### src/rtl/hoene_link_supervisor.sv
// Link supervisor for the Manchester receive chain: settles, acquires sync, watches the
// error rate while locked and toggles the line input on timeout, sync loss or too many errors.
module hoene_link_supervisor #(
    parameter int ACQ_TIMEOUT = 4096,
    parameter int HOLDOFF     = 256,
    parameter int ERR_WINDOW  = 64,
    parameter int ERR_LIMIT   = 4
) (
    input  logic       clk,
    input  logic       rst_n,
    input  logic       in_sync,
    input  logic       in_clk,
    input  logic       in_error,
    input  logic       test_mode,
    input  logic       force_sel,
    output logic       sel,
    output logic       link_up,
    output logic [3:0] switch_count,
    output logic [1:0] state
);

    localparam logic [1:0] SETTLE  = 2'd0;
    localparam logic [1:0] ACQUIRE = 2'd1;
    localparam logic [1:0] LOCKED  = 2'd2;
    localparam logic [1:0] SWITCH  = 2'd3;

    // One cycle counter serves both SETTLE and ACQUIRE, so it is sized for the longer of the two.
    localparam int CYC_MAX = (ACQ_TIMEOUT > HOLDOFF) ? ACQ_TIMEOUT : HOLDOFF;
    localparam int CYC_W   = $clog2(CYC_MAX) + 1;
    localparam int BIT_W   = $clog2(ERR_WINDOW) + 1;
    localparam int ERR_W   = $clog2(ERR_LIMIT) + 1;

    localparam logic [CYC_W-1:0] HOLD_LAST = CYC_W'(HOLDOFF - 1);
    localparam logic [CYC_W-1:0] ACQ_LAST  = CYC_W'(ACQ_TIMEOUT - 1);
    localparam logic [BIT_W-1:0] WIN_FULL  = BIT_W'(ERR_WINDOW);
    localparam logic [ERR_W-1:0] ERR_MAX   = ERR_W'(ERR_LIMIT);

    logic [CYC_W-1:0] cyc_cnt, cyc_nxt;
    logic [BIT_W-1:0] bit_cnt, bit_nxt, bit_inc;
    logic [ERR_W-1:0] err_cnt, err_nxt, err_inc;
    logic [1:0]       state_nxt;
    logic             clk_prev, err_prev;
    logic             clk_rise, err_rise;

    always_comb begin
        // NOTE: every variable gets a default first so no path leaves one unassigned (no latch).
        clk_rise  = in_clk & ~clk_prev;
        err_rise  = in_error & ~err_prev;
        bit_inc   = bit_cnt + {{(BIT_W-1){1'b0}}, clk_rise};
        err_inc   = (err_rise && err_cnt != ERR_MAX) ? err_cnt + 1'b1 : err_cnt;
        state_nxt = state;
        cyc_nxt   = cyc_cnt;
        bit_nxt   = bit_cnt;
        err_nxt   = err_cnt;

        if (test_mode) begin
            state_nxt = SETTLE;
            cyc_nxt   = '0;
            bit_nxt   = '0;
            err_nxt   = '0;
        end else begin
            case (state)
                SETTLE: begin
                    if (cyc_cnt == HOLD_LAST) begin
                        state_nxt = ACQUIRE;
                        cyc_nxt   = '0;
                    end else begin
                        cyc_nxt = cyc_cnt + 1'b1;
                    end
                end
                ACQUIRE: begin
                    if (in_sync) begin
                        state_nxt = LOCKED;
                        cyc_nxt   = '0;
                        bit_nxt   = '0;
                        err_nxt   = '0;
                    end else if (cyc_cnt == ACQ_LAST) begin
                        state_nxt = SWITCH;
                        cyc_nxt   = '0;
                    end else begin
                        cyc_nxt = cyc_cnt + 1'b1;
                    end
                end
                LOCKED: begin
                    // The error in this cycle is counted before the window-close test.
                    if (!in_sync || err_inc == ERR_MAX) begin
                        state_nxt = SWITCH;
                        bit_nxt   = '0;
                        err_nxt   = '0;
                    end else if (bit_inc == WIN_FULL) begin
                        bit_nxt = '0;
                        err_nxt = '0;
                    end else begin
                        bit_nxt = bit_inc;
                        err_nxt = err_inc;
                    end
                end
                default: begin
                    state_nxt = SETTLE;
                    cyc_nxt   = '0;
                end
            endcase
        end
    end

    always_ff @(posedge clk or negedge rst_n) begin
        if (!rst_n) begin
            state        <= SETTLE;
            sel          <= 1'b0;
            link_up      <= 1'b0;
            switch_count <= '0;
            cyc_cnt      <= '0;
            bit_cnt      <= '0;
            err_cnt      <= '0;
            clk_prev     <= 1'b0;
            err_prev     <= 1'b0;
        end else begin
            // NOTE: non-blocking assignments so every register samples pre-edge values.
            state    <= state_nxt;
            cyc_cnt  <= cyc_nxt;
            bit_cnt  <= bit_nxt;
            err_cnt  <= err_nxt;
            clk_prev <= in_clk;
            err_prev <= in_error;
            link_up  <= (state_nxt == LOCKED);
            if (test_mode) begin
                sel <= force_sel;
            end else if (state_nxt == SWITCH) begin
                sel <= ~sel;
                if (switch_count != 4'd15) begin
                    switch_count <= switch_count + 4'd1;
                end
            end
        end
    end

endmodule

### config.mk
export PLATFORM = sky130hd
export DESIGN_NAME = hoene_link_supervisor
export DESIGN_NICKNAME = d
export VERILOG_FILES = /design/src/rtl/hoene_link_supervisor.sv
export SDC_FILE = /design/constraint.sdc
export NUM_CORES = 1
export LEC_CHECK = 0
export BUFFER_PORTS_ARGS = -buffer_cell sky130_fd_sc_hd__buf_4
export CAP_MARGIN = 20
export CORE_ASPECT_RATIO = 1.75
export CORE_MARGIN = 5
export CORE_UTILIZATION = 55
export CTS_CLUSTER_SIZE = 25
export DETAILED_ROUTE_END_ITERATION = 10
export GPL_TIMING_DRIVEN = 0
export PLACE_DENSITY = 0.81
export SYNTH_ARGS = -nofsm -noshare
export SYNTH_HDL_FRONTEND = slang
export SYNTH_SLANG_ARGS = --single-unit
### constraint.sdc
create_clock -name clk -period 3.1 [get_ports clk]
set_input_delay 0.93 -clock clk [delete_from_list [all_inputs] [get_ports clk]]
set_output_delay 0.93 -clock clk [all_outputs]
set_load 0.005 [all_outputs]
==> key figures <==
Synth
  – Syn Nets: 201
  – Async set or reset register ratio after synthesis: 1.00
  – Number of synthesized flops with an enable pin: 0
  – Synth Instances: 188
  – Cell variety after synth: 40
  – Synth Area per Inst: 9.76 um^2
  – Prevailing post-synth register cell: dfrtp_1
  – Post-synthesis sequential area ratio: 0.450
  – Synthesis-stage register bit count: 33
  – Yosys warnings: 0
  – Mapped cell area: 0.00183 mm^2

Floorplan
  – # IOs: 15
  – Row count: 27
  – Initial core utilization: 0.578
  – Die width: 53.7 um
  – Die Span Y: 86.4 um
  – DIE AREA: 0.00464 mm^2
  – Core footprint: 0.00318 mm^2

Run
  – Max Cap Viol: 0

Critical path
  – Maximum fanout along the worst path: 5
  – Kind of critical path: in -> reg
  – R2R Path Start: cyc_cnt[1]$_DFFE_PN0P_
  – CP cell instances: buf_4, nor2b_1, ha_1, ha_1, nand3_1, nor2_1, xnor2_1, or4_1, a31oi_1, o22ai_1
  – Most numerous cell on the critical path: ha_1
  – Slowest cell delay on critical path: 0.55 ns
  – CP top delay family: simple AND/OR/NAND/NOR gates
  – CP startpoint kind: input pin
  – Worst path required time: 3.27 ns
  – Buffers and inverters on the worst path: 1
  – Slowest-stage cell, CP: or4_1
  – Crit. Startpoint: in_clk
  – Crit path arrival time: 2.99 ns
  – CP Capture Type: flop

Placed design
  – Dpl ws: -0.0245 ns
  – DP Area: 0.00199 mm^2
  – Post-DP HPWL: 2800 um
  – DP Cell Count: 244
  – Placer Congestion: 0.863
  – IO buf count: 13

Clock network
  – Clk pin slew, worst setup/hold paths: 0.07 ns
  – Resize count post-CTS: 0
  – Num CTS Buffers: 5
  – Root Driver: clkbuf_8
  – Longest Clk Path Bufs: 2
  – Worst skew pair latency: 0.28 ns
  – H-tree depth: 2
  – Setup Fix Bufs, Post-CTS: 0
  – CTS tree: yes
  – Hold_buf cts: 0
  – Clock sinks: 33

Global routing
  – Grt peak-use layer: met2
  – First-pass GRT wire length: 6710 um
  – GRT Util Overall: 0.193
  – Largest net degree at the start of global routing: 34
  – Total congestion overflow: 0
  – Grt met2 use: 0.341
  – Met1 GRT Util: 0.201
  – Vias in the first global route: 1536
  – Initial antenna violation count: 0
  – M3 GR Usage: 0.0465

STA
  – RSZ-0062 raised after global routing: no
  – Layout Skew: 0.00784 ns
  – Total Neg Setup Slack: 0 ns
  – Final setup fails: 0
  – Worst slew pin tran: 0.994 ns
  – Final Max Slew Viols: 0
  – Period utilization: 0.910
  – Slew HR: 0.332
  – Maximum clock frequency: 355 MHz
  – Final critical-path required period: 2.82 ns
  – Setup WS post-layout: 0.279 ns
  – Hold Fails Final Rpt: 0

Power
  – Power Total: 813 uW
  – Leakage power: 0.915 nW
  – Worst VDD drop: 0.253 mV
  – Pwr Density: 392 mW/mm^2
  – Logic pwr share: 0.059
  – Seq pwr share: 0.547
  – Sw frac: 0.222
  – P_sw: 181 uW
  – Int Power: 632 uW
  – Clock power share: 0.394

Drt
  – Via count: 1465
  – Final ANT Viol Nets: 0
  – Residual DRC: 0
  – Vias/cell: 5.84
  – WL/cell: 14.7 um
  – Iter 0 DRT Violations: 29
  – WL final: 3700 um
  – Pre-antenna DRT Iters: 4

Finish
  – Non-filler instance count after layout: 251
  – Final instance area: 0.00207 mm^2
  – ANT cells: 0
  – Layout cells sized above 1: 0.139
  – Nets: 221
  – Area Overhead vs Synth: 13.0%

Run status
  – Status: complete, no violations

Min path
  – Worst Hold Launch: switch_count[0]$_DFFE_PN0P_
  – Hold/Removal Path Class: reg -> reg
-- cells by family after synthesis --
family	synth area share
and+or+nand+nor	0.225
AOI/OAI and AO/OA	0.197
DFF	0.450
xor gates and xnor gates	0.0430
buffers and inverters	0.0184
adders and majority gates	0.0409
muxes	0.0252
-- worst paths after layout --
check | slack [ns] | end | cells after the start
worst min-delay path | 0.53 | switch_count[0]$_DFFE_PN0P_ | 1
worst max-delay path | 0.28 | err_cnt[1]$_DFFE_PN0P_ | 10
max in group asynchronous | 2.22 | switch_count[0]$_DFFE_PN0P_ | 1
min in group asynchronous | 0.57 | bit_cnt[6]$_DFFE_PN0P_ | 1
worst max register to register | 0.51 | switch_count[1]$_DFFE_PN0P_ | 7
worst min register to register | 0.53 | switch_count[0]$_DFFE_PN0P_ | 1
-- routing by layer --
| layer | share of wire | vias up |
|---|---|---|
| li1 | - | 720 |
| met1 | 0.38 | 716 |
| met2 | 0.57 | 22 |
| met3 | 0.031 | 7 |
| met4 | 0.022 | 0 |
| met5 | 0 | - |
-- sequential cells by signal (all words and copies together) (netlist names) --
register      flops
bit_cnt           7
clk_prev          1
cyc_cnt          13
err_cnt           3
err_prev          1
link_up           1
sel               1
state             2
switch_count      4
-- per-stage QoR --
step           utilization  hold WS [ns]
5_1_grt              0.652         0.553
2_1_floorplan            -         0.466
3_3_place_gp         0.625         0.486
6_report             0.652         0.527
3_5_place_dp         0.625         0.513
4_1_cts              0.652         0.531
-- power groups by stage --
stage | clock [mW] | sequential [mW] | combinational [mW]
floorplan | 0 | 0.452 | 0.0235
global placement | 0 | 0.452 | 0.0459
detailed placement | 0 | 0.453 | 0.0488
CTS | 0.332 | 0.445 | 0.0490
global route | 0.346 | 0.446 | 0.0554
finish | 0.320 | 0.445 | 0.0481
-- cells in the mapped netlist (2+ instances only) --
cell type,instances,area [um^2]
nand4_1,4,25.0
nor3_1,7,35.0
xnor2_1,5,43.8
a22o_1,5,43.8
inv_1,5,18.8
nand2_1,23,86.3
nand2b_1,4,25.0
mux2i_1,2,20.0
ha_1,6,75.1
nor2b_1,7,43.8
and3_1,2,12.5
or4_1,2,15.0
nor2_1,16,60.1
o21a_1,2,15.0
clkbuf_1,2,7.51
nand3b_1,2,15.0
a31oi_1,5,31.3
o31ai_1,5,37.5
o21ai_0,21,105
nand3_1,8,40.0
xor2_1,4,35.0
dfrtp_1,33,826
-- area by class of cell --
class / count / area, um^2
clock buffers: 7 / 86.3
fillers: 260 / 1100
plain buffers: 3 / 15.0
repair buffers: 13 / 97.6
inverters: 5 / 18.8
well taps: 43 / 53.8
flip-flops and latches: 33 / 826
multi-input cells: 147 / 975
-- cell usage in the layout (no fill, tap or decap), types with 6 or more instances in the layout --
master,instances
nor2_1,16
dfrtp_1,33
o21ai_0,21
nand2_1,23
nand3_1,8
nor3_1,7
nor2b_1,7
buf_4,14
ha_1,6
clkbuf_8,6
Power figures use the tool's default switching activity.
